[src/rtl/retire_trace_buffer.sv]
// Purpose: captures core retire records into a FIFO for a trace consumer; keeps cycle/instret counters, counts drops, freezes on exception.
// Latency: 1 cycle from retire sample to t_valid (no combinational fall-through); counters and status update on the same edge as the event.
// Backpressure: t_ready low holds the head stable; a retire that finds the FIFO full (and no pop that cycle) is dropped and counted.
module retire_trace_buffer #(
    parameter int DEPTH = 16,
    parameter int LW    = $clog2(DEPTH) + 1
) (
    input  logic          clk,
    input  logic          rst,
    input  logic          ret_valid,
    input  logic [31:0]   ret_pc,
    input  logic [31:0]   ret_imm,
    input  logic [4:0]    ret_rs1,
    input  logic [4:0]    ret_rs2,
    input  logic [4:0]    ret_rd,
    input  logic          ret_regwrite,
    input  logic          ret_exception,
    input  logic          clr,
    output logic          t_valid,
    input  logic          t_ready,
    output logic [31:0]   t_pc,
    output logic [31:0]   t_imm,
    output logic [4:0]    t_rs1,
    output logic [4:0]    t_rs2,
    output logic [4:0]    t_rd,
    output logic          t_regwrite,
    output logic          t_exception,
    output logic [15:0]   t_seq,
    output logic [LW-1:0] level,
    output logic          overflow,
    output logic [15:0]   drop_count,
    output logic          halted,
    output logic [63:0]   cycle_count,
    output logic [63:0]   instret
);

    localparam int            PW       = $clog2(DEPTH);
    localparam logic [LW-1:0] FULL_LVL = LW'(DEPTH);

    typedef struct packed {
        logic [31:0] pc;
        logic [31:0] imm;
        logic [4:0]  rs1;
        logic [4:0]  rs2;
        logic [4:0]  rd;
        logic        regwrite;
        logic        exception;
        logic [15:0] seq;
    } rec_t;

    rec_t          mem_q [DEPTH];
    rec_t          wr_rec;
    rec_t          head;

    logic [PW-1:0] wr_ptr_q,   wr_ptr_d;
    logic [PW-1:0] rd_ptr_q,   rd_ptr_d;
    logic [LW-1:0] level_q,    level_d;
    logic          overflow_q, overflow_d;
    logic [15:0]   drop_q,     drop_d;
    logic          halted_q,   halted_d;
    logic [63:0]   cycle_q,    cycle_d;
    logic [63:0]   instret_q,  instret_d;

    logic          ev;
    logic          pop;
    logic          full;
    logic          push;
    logic          drop;

    // Event decode: a retire counts only when not frozen and not being flushed;
    // a full FIFO still accepts when the head leaves in the same cycle.
    always_comb begin
        ev   = ret_valid & ~halted_q & ~clr;
        pop  = (level_q != '0) & t_ready;
        full = (level_q == FULL_LVL);
        push = ev & (~full | pop);
        drop = ev & ~push;

        wr_rec.pc        = ret_pc;
        wr_rec.imm       = ret_imm;
        wr_rec.rs1       = ret_rs1;
        wr_rec.rs2       = ret_rs2;
        wr_rec.rd        = ret_rd;
        wr_rec.regwrite  = ret_regwrite;
        wr_rec.exception = ret_exception;
        wr_rec.seq       = instret_q[15:0];
    end

    // Next-state: clr wins over push/pop and status, but leaves the free-running counters alone.
    always_comb begin
        wr_ptr_d   = wr_ptr_q;
        rd_ptr_d   = rd_ptr_q;
        level_d    = level_q;
        overflow_d = overflow_q;
        drop_d     = drop_q;
        halted_d   = halted_q;
        cycle_d    = halted_q ? cycle_q : cycle_q + 64'd1;
        instret_d  = ev ? instret_q + 64'd1 : instret_q;

        if (clr) begin
            wr_ptr_d   = '0;
            rd_ptr_d   = '0;
            level_d    = '0;
            overflow_d = 1'b0;
            drop_d     = '0;
            halted_d   = 1'b0;
        end else begin
            if (push) begin
                wr_ptr_d = wr_ptr_q + 1'b1;
            end
            if (pop) begin
                rd_ptr_d = rd_ptr_q + 1'b1;
            end
            level_d = level_q + {{(LW-1){1'b0}}, push} - {{(LW-1){1'b0}}, pop};
            if (drop) begin
                overflow_d = 1'b1;
                if (drop_q != 16'hFFFF) begin
                    drop_d = drop_q + 16'd1;
                end
            end
            // The core holds writeback static after an exception, so stop sampling to avoid duplicates.
            if (ev & ret_exception) begin
                halted_d = 1'b1;
            end
        end
    end

    // Control and counter registers, cleared asynchronously.
    always_ff @(posedge clk or posedge rst) begin
        if (rst) begin
            wr_ptr_q   <= '0;
            rd_ptr_q   <= '0;
            level_q    <= '0;
            overflow_q <= 1'b0;
            drop_q     <= '0;
            halted_q   <= 1'b0;
            cycle_q    <= '0;
            instret_q  <= '0;
        end else begin
            wr_ptr_q   <= wr_ptr_d;
            rd_ptr_q   <= rd_ptr_d;
            level_q    <= level_d;
            overflow_q <= overflow_d;
            drop_q     <= drop_d;
            halted_q   <= halted_d;
            cycle_q    <= cycle_d;
            instret_q  <= instret_d;
        end
    end

    // Record storage; no reset needed because the head is masked while the FIFO is empty.
    always_ff @(posedge clk) begin
        if (push) begin
            mem_q[wr_ptr_q] <= wr_rec;
        end
    end

    // Head presentation: zero when empty so reset leaves every output at 0.
    always_comb begin
        head = (level_q != '0) ? mem_q[rd_ptr_q] : '0;
    end

    assign t_valid     = (level_q != '0);
    assign t_pc        = head.pc;
    assign t_imm       = head.imm;
    assign t_rs1       = head.rs1;
    assign t_rs2       = head.rs2;
    assign t_rd        = head.rd;
    assign t_regwrite  = head.regwrite;
    assign t_exception = head.exception;
    assign t_seq       = head.seq;
    assign level       = level_q;
    assign overflow    = overflow_q;
    assign drop_count  = drop_q;
    assign halted      = halted_q;
    assign cycle_count = cycle_q;
    assign instret     = instret_q;

endmodule

[config.mk]
export PLATFORM = sky130hd
export DESIGN_NAME = retire_trace_buffer
export DESIGN_NICKNAME = d
export VERILOG_FILES = /design/src/rtl/retire_trace_buffer.sv
export SDC_FILE = /design/constraint.sdc
export NUM_CORES = 2
export LEC_CHECK = 0
export CAP_MARGIN = 20
export CORE_MARGIN = 8
export CORE_UTILIZATION = 45
export DETAILED_ROUTE_END_ITERATION = 7
export GPL_TIMING_DRIVEN = 0
export RECOVER_POWER = 25
export REMOVE_ABC_BUFFERS = 1
export SETUP_SLACK_MARGIN = 0.5
export SLEW_MARGIN = 20
export SYNTH_ARGS = -nofsm -noshare
export SYNTH_HDL_FRONTEND = slang
export SYNTH_SLANG_ARGS = --single-unit
[constraint.sdc]
create_clock -name clk -period 14.1 [get_ports clk]
set_input_delay 1.41 -clock clk [delete_from_list [all_inputs] [get_ports clk]]
set_output_delay 1.41 -clock clk [all_outputs]
set_load 0.05 [all_outputs]
==> summary.txt <==
Outcome
  – Status: complete, but fails checks
  – Violated checks: max-capacitance violations, max-slew violations

Logic synthesis
  – Ys flop type: edfxtp_1
  – Top cells by area, synth: edfxtp_1 71%, mux4_2 13%, dfrtp_1 6.1%, a22oi_1 2.2%, xnor2_1 1.2%
  – Unique masters post-synth: 46
  – Syn_area_per_cell: 21.0 um2
  – Mapped Area: 0.0655 mm2
  – Synthesized instance count: 3122
  – Synth Register Bits: 1711
  – Area leader, netlist: edfxtp_1
  – Register area share after synthesis: 77.2%
  – Number of synthesized flops with an enable pin: 1552
  – Share of synthesized registers carrying an async set or reset: 9.29%
  – Synth top area share: 71.1%
  – Ys Warns: 0

Critical path
  – Crit-path max FO: 7
  – CP Class: flip-flop to output pin
  – Startpoint Class: flip-flop
  – Reg2Reg Depth: 12
  – WP data required: 12.69 ns
  – Arrival @ worst endpoint: 4.30 ns
  – CP endpoint kind: output pin

Pwr
  – P_leak: 26.1 nW
  – Pwr dens: 169 mW/mm2
  – Final Power: 13.5 mW
  – Worst vdd ir: 0.0939 mV

Clocking
  – Total CTS buffers: 178
  – CTS resizes: 0
  – Setup Fix Bufs, Post-CTS: 0
  – Worst skew pair latency: 0.79 ns
  – Clock tree buffer depth: 3
  – CTS Sinks: 1711
  – H-Tree Depth: 4
  – Clock Pin Slew Worst Setup and Hold Paths: 0.06 ns
  – CTS Root Cell: clkbuf_16
  – CTS tree: built
  – CTS Hold Bufs: 0

Place
  – Port Buffers: 334
  – Placed cell area: 0.0742 mm2
  – DP Wirelength: 105 mm
  – Routability cong.: 0.748

Cells and area
  – Ratio of cells with drive above 1 in the final layout: 25.0%
  – Area delta synth->final: 22.2%
  – Most common cell after layout, fill and taps aside: edfxtp_1
  – Fillcell total: 11000
  – Final core occ: 55.1%
  – Design Area, Final: 0.0801 mm2
  – Most frequent cells in the layout: 1552 x edfxtp_1, 388 x mux4_2, 288 x clkdlybuf4s50_1
  – Final Net Count: 3852

Global route
  – Initial antenna violation count: 16
  – Grt ovf: 0
  – Largest net degree at the start of global routing: 83
  – Number of global-route vias before repair: 34500
  – Total track usage: 20.0%
  – First-pass GRT wire length: 233 mm

Job
  – Max-cap violations: 1

Timing
  – Worst-Margin Slew: 3.62 ns
  – Worst-case clock skew: 0.0295 ns
  – Slew headroom: -143%
  – RSZ-0062 raised after global routing: no
  – Period utilization: 40.5%
  – Min cycle time layout: 5.71 ns
  – Highest Clock Rate: 175 MHz
  – Hold Fails Final Rpt: 0
  – Slew Limit Fails: 78
  – Hold Slack: 0.471 ns
  – Final setup fails: 0

Detailed routing
  – First-pass DRT Iterations: 5
  – DR top layer: met4
  – Antenna Violating Nets Remaining: 0
  – Routed vias: 33200
  – DR WL met3: 12.4 mm
  – DR iter-0 viols: 2598
  – Metal2 WL: 75.8 mm
  – DRC: 0
  – Met1 WL: 67.5 mm
  – Final wirelength: 159 mm
  – Wire per inst: 27.2 um
  – Vias per Instance: 5.69

Die
  – IO Pins: 335
  – Die H: 398 um
  – Starting Density: 45.1%
  – Die X: 398 um
  – Standard-cell row count: 140
  – Die Area: 0.158 mm2
  – Core Footprint: 0.145 mm2

Hold path
  – Worst Hold Depth: 1
  – Hold Path Class: flip-flop to flip-flop
-- power breakdown --
part,total (mW),leakage [nW],switching (mW),internal (mW)
clock network,4.68,2.87,1.96,2.71
logic,3.10,7.08,1.84,1.26
registers,5.74,16.1,0.111,5.63
total,13.5,26.1,3.91,9.60
-- cell type report --
class / instances / area (um2) / area share (%)
Clock inverter: 118 / 1140 / 1.42
Timing Repair Buffer: 610 / 6680 / 8.34
Clock buffer: 214 / 4770 / 5.95
Sequential cell: 1711 / 50600 / 63.2
Antenna cell: 10 / 25.0 / 0.0312
Multi-Input combinational cell: 1217 / 14400 / 17.9
Tap cell: 1917 / 2400 / 3.00
Inverter: 33 / 125 / 0.156
-- registers in the layout (all words and copies together) (netlist names) --
signal and cells:
mem_q 1552, cycle_count 64, instret 64, drop_count 16, level 5, rd_ptr_q 4
wr_ptr_q 4, halted 1, overflow 1
-- critical path: stages, from the launching register on --
cell,delay [ns]
dfrtp_1,0.40
inv_1,0.09
ha_1,0.22
nor4b_2,0.47
buf_2,0.32
buf_2,0.27
buf_2,0.25
buf_2,0.24
buf_2,0.23
buf_4,0.18
a21oi_1,0.10
clkdlybuf4s50_1,0.74
-- synth_stat cells, types with 3 or more instances --
master,count
edfxtp_1,1552
mux4_2,388
a22oi_1,194
dfrtp_1,159
clkbuf_1,110
a21oi_1,106
xnor2_1,87
nor2_1,72
nand2_1,62
xor2_1,57
nand3_1,45
buf_1,44
nand4_1,44
inv_1,33
nor3_1,33
nor4_1,22
ha_1,14
and3_1,13
and4_1,11
nor2b_1,10
and2_1,8
or2_2,7
o21ai_0,6
nor4b_1,5
or3_1,5
buf_2,4
nor4_2,4
buf_6,3
-- through the flow --
step	setup TNS [ns]	cells	setup slack, ns
3_5_place_dp	0	5488	8.17
3_3_place_gp	-9576.24	5212	-18.62
6_report	0	5830	8.39
2_1_floorplan	-90.40	2961	-2.46
5_1_grt	0	5825	8.20
4_1_cts	0	5820	8.32
-- routing by layer --
layer / global-route usage, % / vias to the layer above
met4: 5.17 / 0
met1: 27.7 / 17700
met2: 31.5 / 1028
met5: 0 / -
met3: 5.42 / 223
li1: - / 14200
-- cells by family (layout without fill, tap and decap cells) --
kind of cell	count (synthesis)	in the layout	synth area share [%]
compound gates	311	311	3.14
other cells	0	10	0
flops	1711	1711	77.2
simple gates	356	356	2.93
fa+ha+maj	15	15	0.298
xor+xnor	144	144	1.92
mux	391	391	13.4
buf+inv	194	975	1.15
-- worst paths after layout --
kind | start | endpoint | slack [ns]
max | level[2] | t_regwrite | 8.39
min in group asynchronous | rst | cycle_count[34] | 2.15
max in group asynchronous | rst | instret[54] | 10.32
min | cycle_count[63] | cycle_count[63] | 0.47
max reg2reg | halted | mem_q[1][66] | 9.58
min reg2reg | cycle_count[63] | cycle_count[63] | 0.47
Note: power is estimated with default switching activity, not from simulation.
